File: src/rtl/spi_pkg.sv
// Shared constants for the duplex SPI master: FSM state encoding and
// the bit layout of the {CPOL, CPHA} mode field.
package spi_pkg;

  localparam logic [1:0] ST_IDLE  = 2'd0;
  localparam logic [1:0] ST_SETUP = 2'd1;
  localparam logic [1:0] ST_SHIFT = 2'd2;
  localparam logic [1:0] ST_HOLD  = 2'd3;

  localparam int MODE_CPOL_BIT = 1;
  localparam int MODE_CPHA_BIT = 0;

  localparam logic [1:0] MODE0 = 2'b00;
  localparam logic [1:0] MODE1 = 2'b01;
  localparam logic [1:0] MODE2 = 2'b10;
  localparam logic [1:0] MODE3 = 2'b11;

endpackage

File: src/rtl/spi_clock_gen.sv
// SCK timebase: a DIVIDER-cycle tick down-counter and a down-counter over the
// 2*WIDTH SCK toggles, decoded into leading/trailing/last-toggle strobes.
module spi_clock_gen #(
  parameter int WIDTH   = 16,
  parameter int DIVIDER = 2
) (
  input  logic clock,
  input  logic resetN,
  input  logic i_start,
  input  logic i_run,
  input  logic i_shift,
  output logic o_tick,
  output logic o_lead,
  output logic o_trail,
  output logic o_last
);

  localparam int TW = $clog2(DIVIDER + 1);
  localparam int EW = $clog2(2 * WIDTH);
  localparam logic [TW-1:0] TICK_LOAD = TW'(DIVIDER - 1);
  localparam logic [EW-1:0] EDGE_LOAD = EW'(2 * WIDTH - 1);

  logic [TW-1:0] r_tick_cnt;
  logic [EW-1:0] r_edge_cnt;
  logic          w_edge;

  assign o_tick = i_run && (r_tick_cnt == '0);
  assign w_edge = o_tick && i_shift;

  // Toggles remaining counts down from 2*WIDTH-1, so an odd count marks a leading edge.
  assign o_lead  = w_edge && r_edge_cnt[0];
  assign o_trail = w_edge && !r_edge_cnt[0];
  assign o_last  = w_edge && (r_edge_cnt == '0);

  always_ff @(posedge clock or negedge resetN) begin
    if (!resetN) begin
      r_tick_cnt <= '0;
      r_edge_cnt <= '0;
    end else begin
      if (i_start) begin
        r_tick_cnt <= TICK_LOAD;
        r_edge_cnt <= EDGE_LOAD;
      end else begin
        if (i_run) begin
          r_tick_cnt <= o_tick ? TICK_LOAD : (r_tick_cnt - TW'(1));
        end
        if (w_edge && (r_edge_cnt != '0)) begin
          r_edge_cnt <= r_edge_cnt - EW'(1);
        end
      end
    end
  end

endmodule

File: src/rtl/spi_master_duplex.sv
// Full-duplex SPI master, MSB first, all four CPOL/CPHA modes, busy/done handshake.
// state | meaning: IDLE wait for writeSPI | SETUP CS low, SCK idle | SHIFT 2*WIDTH toggles | HOLD CS hold before done
module spi_master_duplex
  import spi_pkg::*;
#(
  parameter int WIDTH   = 16,
  parameter int DIVIDER = 2
) (
  input  logic             clock,
  input  logic             resetN,
  input  logic [WIDTH-1:0] data,
  input  logic             writeSPI,
  input  logic [1:0]       mode,
  input  logic             MISO,
  output logic [WIDTH-1:0] readData,
  output logic             done,
  output logic             busy,
  output logic             masterChipSelectN,
  output logic             SCK,
  output logic             MOSI
);

  logic [1:0]       r_state;
  logic [1:0]       r_mode;
  logic [WIDTH-1:0] r_tx_sr;
  logic [WIDTH-1:0] r_rx_sr;
  logic [WIDTH-1:0] r_read_data;
  logic             r_mosi;
  logic             r_sck;
  logic             r_csn;
  logic             r_busy;
  logic             r_done;

  logic w_start;
  logic w_in_shift;
  logic w_tick;
  logic w_lead;
  logic w_trail;
  logic w_last;
  logic w_cpha;
  logic w_tx_shift;
  logic w_rx_sample;

  assign w_start    = (r_state == ST_IDLE) && writeSPI;
  assign w_in_shift = (r_state == ST_SHIFT);
  assign w_cpha     = r_mode[MODE_CPHA_BIT];

  // CPHA=0 never shifts on the final trailing edge so MOSI keeps bit 0 through HOLD.
  assign w_tx_shift  = w_cpha ? w_lead : (w_trail && !w_last);
  assign w_rx_sample = w_cpha ? w_trail : w_lead;

  spi_clock_gen #(
    .WIDTH   (WIDTH),
    .DIVIDER (DIVIDER)
  ) u_clock_gen (
    .clock   (clock),
    .resetN  (resetN),
    .i_start (w_start),
    .i_run   (r_busy),
    .i_shift (w_in_shift),
    .o_tick  (w_tick),
    .o_lead  (w_lead),
    .o_trail (w_trail),
    .o_last  (w_last)
  );

  always_ff @(posedge clock or negedge resetN) begin
    if (!resetN) begin
      r_state     <= ST_IDLE;
      r_mode      <= 2'b00;
      r_tx_sr     <= '0;
      r_rx_sr     <= '0;
      r_read_data <= '0;
      r_mosi      <= 1'b0;
      r_sck       <= 1'b0;
      r_csn       <= 1'b1;
      r_busy      <= 1'b0;
      r_done      <= 1'b0;
    end else begin
      r_done <= 1'b0;
      case (r_state)
        ST_IDLE: begin
          r_mode <= mode;
          r_sck  <= mode[MODE_CPOL_BIT];
          if (writeSPI) begin
            r_state <= ST_SETUP;
            r_csn   <= 1'b0;
            r_busy  <= 1'b1;
            r_mosi  <= data[WIDTH-1];
            r_rx_sr <= '0;
            // CPHA=1 re-drives the MSB on the first leading edge, so it keeps the full word.
            r_tx_sr <= mode[MODE_CPHA_BIT] ? data : {data[WIDTH-2:0], 1'b0};
          end
        end
        ST_SETUP: begin
          if (w_tick) begin
            r_state <= ST_SHIFT;
          end
        end
        ST_SHIFT: begin
          if (w_tick) begin
            r_sck <= ~r_sck;
            if (w_tx_shift) begin
              r_mosi  <= r_tx_sr[WIDTH-1];
              r_tx_sr <= {r_tx_sr[WIDTH-2:0], 1'b0};
            end
            if (w_rx_sample) begin
              r_rx_sr <= {r_rx_sr[WIDTH-2:0], MISO};
            end
            if (w_last) begin
              r_state <= ST_HOLD;
            end
          end
        end
        ST_HOLD: begin
          if (w_tick) begin
            r_state     <= ST_IDLE;
            r_csn       <= 1'b1;
            r_busy      <= 1'b0;
            r_done      <= 1'b1;
            r_read_data <= r_rx_sr;
          end
        end
        default: begin
          r_state <= ST_IDLE;
        end
      endcase
    end
  end

  assign readData          = r_read_data;
  assign done              = r_done;
  assign busy              = r_busy;
  assign masterChipSelectN = r_csn;
  assign SCK               = r_sck;
  assign MOSI              = r_mosi;

endmodule

File: config.mk
export PLATFORM = sky130hd
export DESIGN_NAME = spi_master_duplex
export DESIGN_NICKNAME = d
export VERILOG_FILES = /design/src/rtl/spi_pkg.sv /design/src/rtl/spi_clock_gen.sv /design/src/rtl/spi_master_duplex.sv
export SDC_FILE = /design/constraint.sdc
export NUM_CORES = 1
export LEC_CHECK = 0
export ABC_AREA = 1
export CAP_MARGIN = 30
export CORE_ASPECT_RATIO = 1.4
export CORE_MARGIN = 1.5
export CORE_UTILIZATION = 50
export DETAILED_ROUTE_END_ITERATION = 7
export PLACE_DENSITY = 0.74
export SKIP_LAST_GASP = 1
export SLEW_MARGIN = 20
export SYNTH_ARGS = -nofsm -noshare
export SYNTH_HDL_FRONTEND = slang
export SYNTH_SLANG_ARGS = --single-unit
File: constraint.sdc
create_clock -name clock -period 2 [get_ports clock]
set_clock_uncertainty 0.05 [all_clocks]
set_input_delay 0.5 -clock clock [delete_from_list [all_inputs] [get_ports clock]]
set_output_delay 0.5 -clock clock [all_outputs]
set_load 0.02 [all_outputs]
==> flow_summary.ini, run 1 <==
[status]
status = finished, final reports clean

[floorplan]
die_area_um2 = 6820
ioPinCount = 43
die_w_um = 70.2
core_area_um2 = 6170
die_h_um = 97.1
placement_rows = 34
start_util = 0.513

[grt]
grt_first_pass_wirelength_mm = 11.5
overflow = 0
antenna_found_initial = 0
grt_pass1_vias = 2669
grt_max_degree = 64
grt_use_total = 0.209

[detailed_routing]
drt_iter0_drc = 192
vias = 2596
drc = 0
vias_per_cell = 5.11
wire_per_inst_um = 12.6
wirelength_mm = 6.42
wl_met3_um = 210
postRouteAntennaNets = 0
drt-met1-wl_mm = 2.83
dr_wl_met2_mm = 3.28
dr.pass1.iters = 4
top_layer = met4

[placed_design]
hpwl_mm = 4.27
post-place-ws_ps = -8.23
routabilityCongestion = 0.824
portBuffers = 42

[setup_path]
worstPathBufferInverterCount = 1
critical_path_class = flip-flop to output pin
slowest_delay_ps = 610
r2r_end = masterChipSelectN
cp-startpoint = busy
worstPathCellList = clkdlybuf4s50_1
reg2reg_slack_ps = 200
crit_arrival_ps = 1340
crit_fanout = 3
r2r_start = r_state[0]
ff2ff_path_depth = 8
crit_path_end_kind = output pin
crit_slowest_cell = clkdlybuf4s50_1
startpoint_type = flip-flop
cp.required_ps = 1450
path_depth = 1
crit_end = busy
crit_family = buffers and inverters

[clocking]
htreeDepth = 3
cts_tree = yes
cts_inserted_buffers = 9
clock_path_buffers = 2
clk_pin_slew_ps = 70
root_buffer = clkbuf_8
cts_sinks = 63
insertion_delay_ps = 340

[synthesis]
seq_area_frac_synth = 0.499
synth_warnings = 0
synthDistinctLibCells = 29
synthCells = 381
syn_area_um2 = 3160
syn_nets = 408
syn_area_per_cell_um2 = 8.30
synth-seq-cells = 63

[sta]
finalHoldViolations = 0
max_freq_mhz = 530
slew_headroom = 0.656
drv_slew = 0
post-route-min-period_ps = 1890
setup_ws_ps = 113
setup_viol = 0
rsz0062_at_grt = no
fin_crit_sh = 0.944
fin_hold_ws_ps = 86.6
tightestPinTransition_ps = 515

[power]
p_leak_nw = 1.93
p_total_w = 0.00564
vdd_drop_max_mv = 0.869
p_per_area_nw_per_um2 = 1420

[cells_and_area]
layout.nets = 458
synthToLayoutAreaGrowth_pct = 25.1
antenna_cells = 0
drive_above_1_share = 0.177

[flow_run]
max-cap-violations = 0

[min_path]
hold_class = primary input to async pin
## sequential cells by signal, summed over array words and instances (netlist names)
signal,count
r_rx_sr,16
r_tx_sr,16
readData,16
u_clock_gen.r_edge_cnt,5
r_state,2
u_clock_gen.r_tick_cnt,2
MOSI,1
SCK,1
busy,1
done,1
masterChipSelectN,1
r_mode,1
## cells in the mapped netlist, drive strengths merged
library cell,count,share of area
nand3b,1,0.0024
a31oi,1,0.0020
nor3,1,0.0016
nor2,13,0.027
buf,11,0.027
o21bai,1,0.0024
a21oi,3,0.0047
dfstp,1,0.0083
dfrtp,62,0.49
o21ai,53,0.10
a21o,1,0.0024
nand2,170,0.23
inv,25,0.030
clkbuf,5,0.0059
nand3,25,0.041
nand4,2,0.0040
o31ai,1,0.0024
ha,5,0.020
## layer usage
metal / track usage / vias to the layer above
met3: 0.0508 / 9
met2: 0.348 / 44
li1: - / 1311
met5: 0 / -
met4: 0.0947 / 0
met1: 0.253 / 1232
## metrics by stage
stage                     std cells  utilization  TNS (ps)  instance area [um2]
after floorplan                 381            -         0                 3160
after global placement          490        0.597         0                 3680
after detailed placement        490        0.597     -28.6                 3680
after CTS                       506        0.637         0                 3930
after global routing            508        0.642         0                 3960
final                           508        0.642         0                 3960
## kinds of logic (layout without fill, tap and decap cells)
family	Yosys count	after routing	share of synthesized area
AO/OA/AOI/OAI	60	60	0.117
adder cells (fa/ha/maj)	5	5	0.0198
buffers and inverters	41	96	0.0625
flip-flops	63	63	0.499
AND/OR/NAND/NOR	212	212	0.302
## power breakdown
part / leakage (nW) / total [W] / internal, W / switching [W]
combinational: 0.999 / 0.00253 / 0.000987 / 0.00154
sequential: 0.814 / 0.00175 / 0.00158 / 0.000168
clock: 0.120 / 0.00135 / 0.000832 / 0.000523
## worst min-delay path by stage
stage,slack (ps),to,from,cells after the start
floorplan,150,MOSI,resetN,0
global placement,400,u_clock_gen.r_edge_cnt[4],u_clock_gen.r_edge_cnt[4],2
detailed placement,400,u_clock_gen.r_edge_cnt[4],u_clock_gen.r_edge_cnt[4],2
CTS,120,r_tx_sr[3],resetN,2
global route,120,r_tx_sr[3],resetN,2
finish,90,r_tx_sr[3],resetN,2
## cells in the final DEF (no fill, tap or decap), types with 5 or more instances in the layout
cell,count
o21ai_2,16
o21ai_0,34
inv_1,23
nand3_1,24
clkbuf_8,9
nand2_2,16
clkdlybuf4s50_1,40
nand2_1,149
nand2_4,5
nor2_1,8
buf_4,9
dfrtp_1,62
## final cells by class
class | instances | area, um2
Fill cell | 548 | 2210
Multi-Input combinational cell | 277 | 1390
Clock buffer | 9 | 124
Sequential cell | 63 | 1580
Timing Repair Buffer | 55 | 562
Clock inverter | 7 | 120
Tap cell | 72 | 90.1
Inverter | 25 | 93.8
## what timing repair did
action                                 4_1_cts  5_1_grt
resized for setup                            1        1
setup endpoints to repair                    1       15
hold buffers                                 0        0
pin swaps                                    0        2
endpoints found under the hold margin        0        0
setup buffers                                0        2
Power figures use the tool's default switching activity.
==> inputs of run 2 (changes only) <==
GPL_TIMING_DRIVEN = 0   (was unset)
HOLD_SLACK_MARGIN = 0.02   (was unset)
==> run 2 against run 1 <==
Effect of this change:
- power is 1.4% higher
- clock power is 9.6% higher
- maximum frequency is 0.24% lower
- critical path type unchanged
- critical endpoint unchanged
- largest cell class unchanged
- largest power group unchanged
- highest routed layer unchanged
==> flow_summary.ini, run 2 (synthesis results as in run 1) <==
[status]
status = finished, final reports clean

[clocking]
cts_inserted_buffers = 9
insertion_delay_ps = 340
cts_tree = yes
htreeDepth = 3
cts_sinks = 63
clock_path_buffers = 2
clk_pin_slew_ps = 70
root_buffer = clkbuf_8

[setup_path]
worstPathCellList = clkdlybuf4s50_1
crit_arrival_ps = 1340
crit_family = buffers and inverters
cp-startpoint = busy
r2r_start = r_state[0]
critical_path_class = flip-flop to output pin
cp.required_ps = 1450
crit_slowest_cell = clkdlybuf4s50_1
crit_fanout = 3
worstPathBufferInverterCount = 1
startpoint_type = flip-flop
crit_path_end_kind = output pin
slowest_delay_ps = 620

[detailed_routing]
wirelength_mm = 6.93
wire_per_inst_um = 13.5
dr.pass1.iters = 4
drt_iter0_drc = 135
drc = 0
vias_per_cell = 5.25
postRouteAntennaNets = 0
vias = 2702

[grt]
overflow = 0
grt_max_degree = 45
globalRouteMet2Util = 0.372
antenna_found_initial = 0
grt_use_total = 0.213
grt_util_met3 = 0.0477
grt_pass1_vias = 2696
grt_first_pass_wirelength_mm = 11.6
grt_use_met1 = 0.248
busiest_layer = met2

[power]
p_total_w = 0.00572
p_per_area_nw_per_um2 = 1430
vdd_drop_max_mv = 0.868
p_leak_nw = 1.95

[min_path]
hold_class = flip-flop to flip-flop
min-delay-start = u_clock_gen.r_edge_cnt[4]

[sta]
post-route-min-period_ps = 1890
finalHoldViolations = 0
drv_slew = 0
finalSetupTns_ps = 0
tightestPinTransition_ps = 459
max_freq_mhz = 529
slew_headroom = 0.694
fin_crit_sh = 0.946
rsz0062_at_grt = no
setup_viol = 0

[cells_and_area]
final_common_cell = nand2_1
synthToLayoutAreaGrowth_pct = 25.9
final_util = 0.646
fillers = 530
antenna_cells = 0
layout.nets = 465
layout_common_cells = 149 x nand2_1, 62 x dfrtp_1, 40 x clkdlybuf4s50_1, 34 x o21ai_0, 24 x nand3_1
drive_above_1_share = 0.178

[placed_design]
routabilityCongestion = 0.847
portBuffers = 42
hpwl_mm = 4.77

[flow_run]
max-cap-violations = 0

[floorplan]
core_area_um2 = 6170
die_w_um = 70.2
ioPinCount = 43
placement_rows = 34
die_h_um = 97.1
die_area_um2 = 6820
start_util = 0.513
-- run 2: cell count changes in the layout (fill, tap and decap cells not counted), sizes merged --
cell / before / now
clkbuf: 9 / 15
bufinv: 3 / 4
dlygate4sd3: 0 / 1
inv: 26 / 25
-- run 2: area by class of cell --
class                      count  area (um2)  share of cell area
clock buffer                   9         124              0.0311
multi-input combinational    277        1390               0.348
sequential                    63        1580               0.396
timing repair buffer          46         459               0.115
tap                           72        90.1              0.0226
clock inverter                 7         145              0.0364
inverter                      25        93.8              0.0236
buffer                        16         106              0.0267
-- run 2: power breakdown --
group	internal [W]	switching, W	total, W
clock network	0.000958	0.000527	0.00148
registers	0.00158	0.000181	0.00177
logic	0.000889	0.00158	0.00247
total	0.00343	0.00228	0.00572
-- run 2: what timing repair did --
item | in CTS | in global routing
gates resized for setup | 1 | 4
setup endpoints to repair | 1 | 8
setup buffers | 0 | 2
hold endpoints to repair | 18 | 0
hold buffers | 1 | 0
pin swaps | 0 | 1
-- run 2: worst paths after layout --
kind	to	slack [ps]	depth (start not counted)
setup / recovery	busy	110	1
hold / removal	u_clock_gen.r_edge_cnt[4]	420	2
setup reg to reg	r_tx_sr[6]	160	11
hold reg to reg	u_clock_gen.r_edge_cnt[4]	420	2
max in group asynchronous	r_rx_sr[1]	840	3
min in group asynchronous	r_tx_sr[5]	530	2
-- run 2: routing by layer --
| layer | part of all wire | up-vias |
|---|---|---|
| met5 | 0 | - |
| met4 | 0.012 | 0 |
| met2 | 0.52 | 66 |
| met1 | 0.42 | 1303 |
| li1 | - | 1324 |
| met3 | 0.041 | 9 |
-- run 2: metrics by stage --
stage               instance area [um2]  setup WS [ps]  instances  hold slack, ps
finish                             3980            108        515             420
global route                       3980           9.06        515             448
CTS                                3970           69.1        513             426
detailed placement                 3690           -116        496             356
global placement                   3670          -1720        495             401
floorplan                          3160            350        381             154
